### config.mk
export PLATFORM = sky130hd
export DESIGN_NAME = pc_sequencer
export DESIGN_NICKNAME = d
export VERILOG_FILES = /design/src/rtl/pc_sequencer_pkg.sv /design/src/rtl/pc_sequencer_stack_depth_tracker.sv /design/src/rtl/pc_sequencer.sv
export SDC_FILE = /design/constraint.sdc
export NUM_CORES = 1
export LEC_CHECK = 0
export ABC_AREA = 1
export ABC_CLOCK_PERIOD_IN_PS = 1650
export CAP_MARGIN = 25
export CORE_MARGIN = 4
export CORE_UTILIZATION = 50
export CTS_CLUSTER_DIAMETER = 60
export DETAILED_ROUTE_END_ITERATION = 10
export DONT_BUFFER_PORTS = 1
export GPL_TIMING_DRIVEN = 0
export PLACE_DENSITY = 0.68
export RECOVER_POWER = 100
export SETUP_SLACK_MARGIN = 0.15
export SYNTH_ARGS = -nofsm -noshare
export SYNTH_HDL_FRONTEND = slang
export SYNTH_SLANG_ARGS = --single-unit
### constraint.sdc
create_clock -name clk -period 1.65 [get_ports clk]
set_input_delay 0.33 -clock clk [delete_from_list [all_inputs] [get_ports clk]]
set_output_delay 0.33 -clock clk [all_outputs]
set_load 0.01 [all_outputs]
### src/rtl/pc_sequencer_pkg.sv
// Shared types and sizing for the program-counter sequencer.
package pc_sequencer_pkg;

  localparam int DEFAULT_STACK_DEPTH_LOG2 = 3;
  localparam int STACK_ENTRIES = 1 << DEFAULT_STACK_DEPTH_LOG2;

  typedef enum logic [2:0] {
    OP_NEXT   = 3'd0,
    OP_SKIP   = 3'd1,
    OP_GOTO   = 3'd2,
    OP_CALL   = 3'd3,
    OP_RETURN = 3'd4,
    OP_RETFIE = 3'd5
  } flow_op_t;

  typedef enum logic [1:0] {
    ST_RUN,
    ST_RET_POP,
    ST_RET_LOAD
  } seq_state_t;

endpackage

### src/rtl/pc_sequencer_stack_depth_tracker.sv
// Saturating call-stack depth counter with sticky overflow/underflow flags.
module stack_depth_tracker
  import pc_sequencer_pkg::*;
#(
  parameter int ENTRIES = STACK_ENTRIES
) (
  input  logic clk,
  input  logic reset,
  input  logic inc,
  input  logic dec,
  output logic overflow,
  output logic underflow
);

  localparam int W = $clog2(ENTRIES) + 1;
  localparam logic [W-1:0] MAX_DEPTH = W'(ENTRIES);

  logic [W-1:0] depth;

  // Depth saturates at both ends; the caller still issues the push/pop.
  always_ff @(posedge clk) begin
    if (reset) begin
      depth     <= '0;
      overflow  <= 1'b0;
      underflow <= 1'b0;
    end else if (inc) begin
      if (depth == MAX_DEPTH) overflow <= 1'b1;
      else                    depth    <= depth + 1'b1;
    end else if (dec) begin
      if (depth == '0) underflow <= 1'b1;
      else             depth     <= depth - 1'b1;
    end
  end

endmodule

### src/rtl/pc_sequencer.sv
// Program-counter sequencer driving the hardware call/return stack.
// Optional interrupt vectoring is enabled by defining PC_SEQUENCER_IRQ_EN.
module pc_sequencer
  import pc_sequencer_pkg::*;
#(
  parameter int PC_WIDTH         = 13,
  parameter int STACK_DEPTH_LOG2 = DEFAULT_STACK_DEPTH_LOG2,
  parameter logic [PC_WIDTH-1:0] RESET_VECTOR = '0,
  parameter logic [PC_WIDTH-1:0] IRQ_VECTOR   = PC_WIDTH'(4)
) (
  input  logic                clk,
  input  logic                reset,
  input  logic                op_valid,
  input  logic [2:0]          op_code,
  input  logic [PC_WIDTH-1:0] target,
  input  logic                stall,
`ifdef PC_SEQUENCER_IRQ_EN
  input  logic                irq,
`endif
  output logic                op_ready,
  output logic [PC_WIDTH-1:0] pc,
  output logic                fetch_kill,
  output logic [PC_WIDTH-1:0] stack_d,
  output logic                stack_push,
  output logic                stack_pop,
  input  logic [PC_WIDTH-1:0] stack_q,
  output logic                overflow,
  output logic                underflow
);

  seq_state_t state;
  flow_op_t   op;
  logic       irq_take;
  logic       op_accept;
  logic       depth_inc;
  logic       depth_dec;

  assign op = flow_op_t'(op_code);

`ifdef PC_SEQUENCER_IRQ_EN
  logic gie;
  assign irq_take = (state == ST_RUN) && !stall && gie && irq;
`else
  assign irq_take = 1'b0;
`endif

  assign op_ready  = (state == ST_RUN) && !stall && !irq_take;
  assign op_accept = op_ready && op_valid;
  assign depth_inc = irq_take || (op_accept && op == OP_CALL);
  assign depth_dec = op_accept && (op == OP_RETURN || op == OP_RETFIE);

  // A return takes three cycles: issue the pop, let the stack settle, load its top.
  always_ff @(posedge clk) begin
    if (reset) begin
      state      <= ST_RUN;
      pc         <= RESET_VECTOR;
      stack_d    <= '0;
      fetch_kill <= 1'b0;
      stack_push <= 1'b0;
      stack_pop  <= 1'b0;
`ifdef PC_SEQUENCER_IRQ_EN
      gie        <= 1'b1;
`endif
    end else begin
      fetch_kill <= 1'b0;
      stack_push <= 1'b0;
      stack_pop  <= 1'b0;
      unique case (state)
        ST_RUN: begin
          if (irq_take) begin
            stack_d    <= pc;
            stack_push <= 1'b1;
            pc         <= IRQ_VECTOR;
            fetch_kill <= 1'b1;
`ifdef PC_SEQUENCER_IRQ_EN
            gie        <= 1'b0;
`endif
          end else if (op_accept) begin
            case (op)
              OP_SKIP: begin
                pc         <= pc + 1'b1;
                fetch_kill <= 1'b1;
              end
              OP_GOTO: begin
                pc         <= target;
                fetch_kill <= 1'b1;
              end
              OP_CALL: begin
                stack_d    <= pc;
                stack_push <= 1'b1;
                pc         <= target;
                fetch_kill <= 1'b1;
              end
              OP_RETURN, OP_RETFIE: begin
                stack_pop  <= 1'b1;
                fetch_kill <= 1'b1;
                state      <= ST_RET_POP;
`ifdef PC_SEQUENCER_IRQ_EN
                if (op == OP_RETFIE) gie <= 1'b1;
`endif
              end
              default: pc <= pc + 1'b1;
            endcase
          end
        end
        ST_RET_POP: state <= ST_RET_LOAD;
        ST_RET_LOAD: begin
          pc         <= stack_q;
          fetch_kill <= 1'b1;
          state      <= ST_RUN;
        end
        default: state <= ST_RUN;
      endcase
    end
  end

  stack_depth_tracker #(
    .ENTRIES(1 << STACK_DEPTH_LOG2)
  ) u_depth (
    .clk      (clk),
    .reset    (reset),
    .inc      (depth_inc),
    .dec      (depth_dec),
    .overflow (overflow),
    .underflow(underflow)
  );

endmodule

==> key figures <==
Clock network
  • Clk buf depth: 2
  • Total CTS buffers: 5
  • CTS Hold Bufs: 0
  • Root Buffer: clkbuf_8
  • Clk slew on worst S/H paths: 70 ps
  • CTS sink count: 37
  • H-tree depth: 2
  • TritonCTS clock tree: yes
  • Clock insertion delay at the later pin of the skew report: ~300 ps

Power and ir drop
  • Power Density: 835 nW/um^2
  • Tot Pwr: 1.96 mW
  • VDD IR max: between 0.5 and 0.6 mV
  • Leakage Power: roughly 0.96 nW

Timing
  • RSZ-0062 raised after global routing: yes
  • Slew Viols, Final: 0
  • Fin. Hold Viols: 0
  • Slew @ Worst Pin: 542 ps
  • Setup ws final: -43.9 ps
  • Final worst path period share: 103%
  • Final setup vio count: 1
  • Max_slew headroom: 63.8%
  • Fmax: 590 MHz
  • Clk_skew: 4.22 ps
  • Tmin final: 1690 ps

Worst setup path
  • Critical Path Source: state[1]$_SDFFE_PP0P_
  • Worst path slowest cell: dfxtp_2
  • Worst Setup Start Kind: register
  • Crit path max-delay family: simple AND/OR/NAND/NOR gates
  • R2r setup slk: -40 ps
  • Required time of the critical path: 1840 ps
  • Critical Path Most Common Cell: nand2_1
  • Crit Path Class: register to register
  • Crit. path cell count: 14
  • Slowest stage delay, CP: approximately 340 ps
  • Worst setup EP type: register
  • Worst Path Arrival: approximately 1900 ps
  • Worst reg2reg path depth: 14
  • CP cell instances: nor2_4, nand3_4, nor2_4, inv_6, ha_4, nand3_2, nand3_2, inv_1, nand2_1, nand2_1, inv_2, nand3_1, nand2_1, nor2_1
  • Reg2reg end: u_depth.depth[3]$_SDFFE_PP0P_
  • Critical Path End: u_depth.depth[3]$_SDFFE_PP0P_
  • Maximum fanout along the worst path: 5
  • FF-to-FF Start: state[1]$_SDFFE_PP0P_
  • WP buf/inv: 3

Global route
  • Number of global-route vias before repair: roughly 1800
  • Initial antenna violation count: 0
  • Remaining global-route overflow: 0
  • First-pass GRT wire length: 8680 um
  • Global-route usage over all layers: 21.8%
  • Largest net degree at the start of global routing: 13

Outcome
  • Run status: finished with violations
  • Failing checks: negative setup slack

Die
  • Initial Util: 53.6%
  • Die width: slightly above 70 um
  • Rows: 22
  • IO Pins: 65
  • Die Y: a little over 70 um
  • Core Box Area: 3770 um^2
  • Die area: 5130 um^2

Placement
  • Area after DPL: 2130 um^2
  • Setup WS pre-CTS: -256 ps
  • Detail Placement HPWL: about 3800 um
  • Gpl congestion: 0.835
  • Number of I/O port buffers: 0

Yosys
  • Syn Inst Count: 302
  • Sequential area share after synthesis: 36.6%
  • Cell Area, Synth: slightly above 2000 um^2
  • Synth area leaders: dfxtp_1 37%, nand2_1 12%, nor2_1 9.1%
  • Synth Register Bits: 37
  • Number of distinct library cells after synthesis: 29
  • Yosys top cell by area: dfxtp_1
  • Post-Syn Nets: 341
  • Post-synth top area share: a little over a third
  • Mean Syn Cell Area: 6.70 um^2
  • Warnings from Yosys: 0

Min path
  • Hold WC Path Type: input port to register
  • Hold Path Cell Cnt: 2
  • HP Start: stack_q[3]

Layout
  • Layout Nets: ~350
  • Area grow syn2layout: 15.8%
  • Cell area after layout: ~2300 um^2
  • Multi-input logic area: 1170 um^2
  • Share of post-route cells with drive strength above 1: 15.5%
  • Fillers: 356
  • Antenna Cells: 0
  • Reg area: 753 um^2

Job
  • Max-cap violations: 0

Routing
  • Routed via count: 1933
  • Vias/cell: 5.31
  • 1st-iter DRT viols: 88
  • Drt drc: 0
  • Final wirelength: 5420 um
  • First-pass DRT Iterations: 4
  • Wire length per cell: 14.9 um
  • Detail Route Antenna Nets: 0
[registers in the layout, summed over array words and instances, names as in the netlist]
| register | count |
|---|---|
| stack_d | 13 |
| u_depth.underflow | 1 |
| pc | 13 |
| state | 2 |
| stack_push | 1 |
| stack_pop | 1 |
| u_depth.depth | 4 |
| fetch_kill | 1 |
| u_depth.overflow | 1 |
[report_power, final]
part / switching (mW) / total (mW) / internal (mW)
Clock: 0.339 / 0.831 / 0.491
Sequential: 0.0383 / 0.953 / 0.914
Combinational: 0.110 / 0.174 / 0.0642
Total: 0.488 / 1.96 / 1.47
[per-stage QoR]
step	setup TNS [ps]	hold slack, ps	cells	util [%]
finish	-43.9	246	364	62.1
global route	-286	258	364	62.1
CTS	-25.3	244	364	61.1
detailed placement	-497	482	350	56.4
global placement	-428	481	350	56.4
floorplan	-65.6	468	302	-
[worst register-to-register path, cell delays in order, from the launching register on]
cell	delay [ps]
dfxtp_2	340
nor2_4	110
nand3_4	100
nor2_4	170
inv_6	70
ha_4	270
nand3_2	70
nand3_2	70
inv_1	40
nand2_1	50
nand2_1	60
inv_2	60
nand3_1	70
nand2_1	60
nor2_1	40
[per-layer routing]
layer	routed length, um	vias to the layer above	global-route usage [%]
li1	-	1008	-
met1	2330	855	25.7
met2	2550	56	35.3
met3	431	14	8.98
met4	112	0	8.14
met5	0	-	0
[cells by family (layout without fill, tap and decap cells)]
family	count (synthesis)	after routing	synth area share (%)
simple gates	149	149	31.4
compound gates	65	65	17.1
buf+inv	41	55	9.03
flops	37	37	36.6
fa+ha+maj	6	6	4.08
xor+xnor	4	4	1.73
[synthesized netlist by cell type, drive strengths merged]
library cell / number
nand4: 2
nand2: 68
dfxtp: 37
buf: 7
xnor2: 1
ha: 5
nor3: 3
a31oi: 2
nand3: 24
fa: 1
a21oi: 36
xor2: 3
o211ai: 1
inv: 29
a22oi: 2
nor2: 52
o21ai: 24
clkbuf: 5
[cell usage in the layout (no fill, tap or decap), types with 7 or more instances in the layout]
master | Yosys | routed
nand2_1 | 67 | 67
o21ai_0 | 19 | 16
nor2_1 | 49 | 47
buf_4 | 2 | 8
dfxtp_1 | 37 | 29
a21oi_1 | 35 | 35
inv_1 | 26 | 25
nand3_1 | 22 | 19
o21ai_1 | 5 | 8
dfxtp_2 | 0 | 7
[timing repair]
action                                 in CTS  in global routing
pin swaps                                   8                  7
resized for setup                           6                 18
endpoints found under the hold margin       0                  0
buffers inserted                            6                  0
setup endpoints to repair                   7                 15
[worst min-delay path by stage]
| stage | end |
|---|---|
| after floorplan | state[1]$_SDFFE_PP0P_ |
| after global placement | state[1]$_SDFFE_PP0P_ |
| after CTS | pc[3]$_SDFFE_PP0P_ |
| final | pc[3]$_SDFFE_PP0P_ |
| after global routing | pc[3]$_SDFFE_PP0P_ |
| after detailed placement | state[1]$_SDFFE_PP0P_ |
[layout make-up]
type	instances	share of cell area (%)
Buffer	12	3.42
Clock buffer	6	3.52
Clock inverter	2	1.60
Inverter	29	4.97
Multi-Input combinational cell	224	49.9
Sequential cell	37	32.1
Tap cell	48	2.56
Timing Repair Buffer	6	1.92
No activity file was read; power rests on OpenSTA's default activity.
==> edit: new RTL, config.mk and constraints unchanged <==
Set the parameter `PC_WIDTH` to 26 (it was 13).
--- a/src/rtl/pc_sequencer.sv
+++ b/src/rtl/pc_sequencer.sv
@@ -4,5 +4,5 @@
   import pc_sequencer_pkg::*;
 #(
-  parameter int PC_WIDTH         = 13,
+  parameter int PC_WIDTH         = 26,
   parameter int STACK_DEPTH_LOG2 = DEFAULT_STACK_DEPTH_LOG2,
   parameter logic [PC_WIDTH-1:0] RESET_VECTOR = '0,
Ports: changed (resized pc, stack_d, stack_q and target); port bits go from 65 to 117. No check against the original RTL was run, so the function may have changed too.
==> edit against the original RTL <==
Clock skew grew 5.1 ps. The flow still finishes with violations (setup timing). Largest cell class unchanged. Synthesized area grew 75%. Sequential share of layout area shrank 4.0 points. Sequential cell count grew 26. Design area grew 92%. Routed wire length grew 120%. Synthesized cell count grew 68%. Critical path type unchanged. Total power grew 85%. Via count grew 90%. Worst setup slack lost 170 ps.
==> edit: results (changes against the original RTL) <==
Worst path max stage delay -> 560 ps (+220 ps)
Inserted Clock Buffers -> 9 (+4)
DP Cell Count -> 602 (+72%)
reg2reg start -> pc[0]
metal3 WL -> 1220 um (+180%)
fin cells -> 652 (+79%)
DRT Pass-1 Iters -> 5 (+1)
GR Layer Usage met2 -> 45.6% (+10 points)
met1 Use GR -> 31.8% (+6.1 points)
vias in the first global route -> 3322 (+85%)
Setup Viol. Count Final -> 15 (+14)
Mapped Avg Cell Area -> 7.01 um^2 (+4.7%)
synth cell count leaders -> 103 x nand2_1, 65 x nor2_1, 63 x dfxtp_1
CP max FO -> 6 (+1)
H-tree Lvls -> 3 (+1)
Worst Slack Setup Final -> -218 ps (-174 ps)
Slew HR -> 54.3% (-9.5 points)
r2r worst-path depth -> 10 (-4)
Final #Nets -> 615 (+74%)
failing checks -> setup timing
Clock Skew -> 9.37 ps (+5.15 ps)
clk_lat worst skew -> 350 ps (+50 ps)
final setup TNS -> -1520 ps (-1470 ps)
area post-placement -> 0.00370 mm^2 (+74%)
area of the multi-input gates -> 0.00219 mm^2 (+87%)
largest net degree at the start of global routing -> 12 (-1)
routed wl met2 -> 5810 um (+130%)
post-DR wirelength/cell -> 18.2 um (+22%)
hold slack final -> 142 ps (-103 ps)
Lkg Pwr -> 1.87 nW (+94%)
initial antenna violation count -> 1 (+1)
Slowest-stage cell, CP -> dfxtp_1
VDD IR-drop max -> 0.565 mV (+6.1%)
via count -> 3666 (+90%)
Yosys cell types -> 36 (+24%)
outcome -> finished with violations
first-pass GRT wire length -> 17500 um (+100%)
Net Count, Synth -> 571 (+67%)
Placement Setup Slack -> -456 ps (-200 ps)
Critical Path End -> pc[20]
-- edit: final cells by class --
type,count,share of cell area [%]
Antenna cell,1,0.0555
Timing Repair Buffer,33,7.50
Inverter,38,3.39
Sequential cell,63,28.1
Tap cell,96,2.67
Clock buffer,11,3.36
Buffer,24,4.58
Multi-Input combinational cell,381,48.6
Clock inverter,5,1.78
-- edit: cells by family (layout without fill, tap and decap cells) --
family          count (synthesis)  count (layout)  share of synthesized area, %
other cells                     0               1                             0
simple gates                  237             237                          31.3
flops                          63              63                          35.5
compound gates                124             124                          19.2
buf+inv                        62             111                          8.18
fa+ha+maj                       6               6                          2.33
xor+xnor                       14              14                          3.46
-- edit: report_power, final --
group          switching (mW)  total [mW]  internal (mW)
Sequential             0.0924        1.66           1.56
Clock                   0.646        1.58          0.930
Combinational           0.224       0.390          0.166
Total                   0.963        3.62           2.66
-- edit: what timing repair did --
item,CTS,global route
buffers inserted,15,16
cloned,0,2
resized for setup,42,82
pin swaps,19,25
setup endpoints to repair,28,54
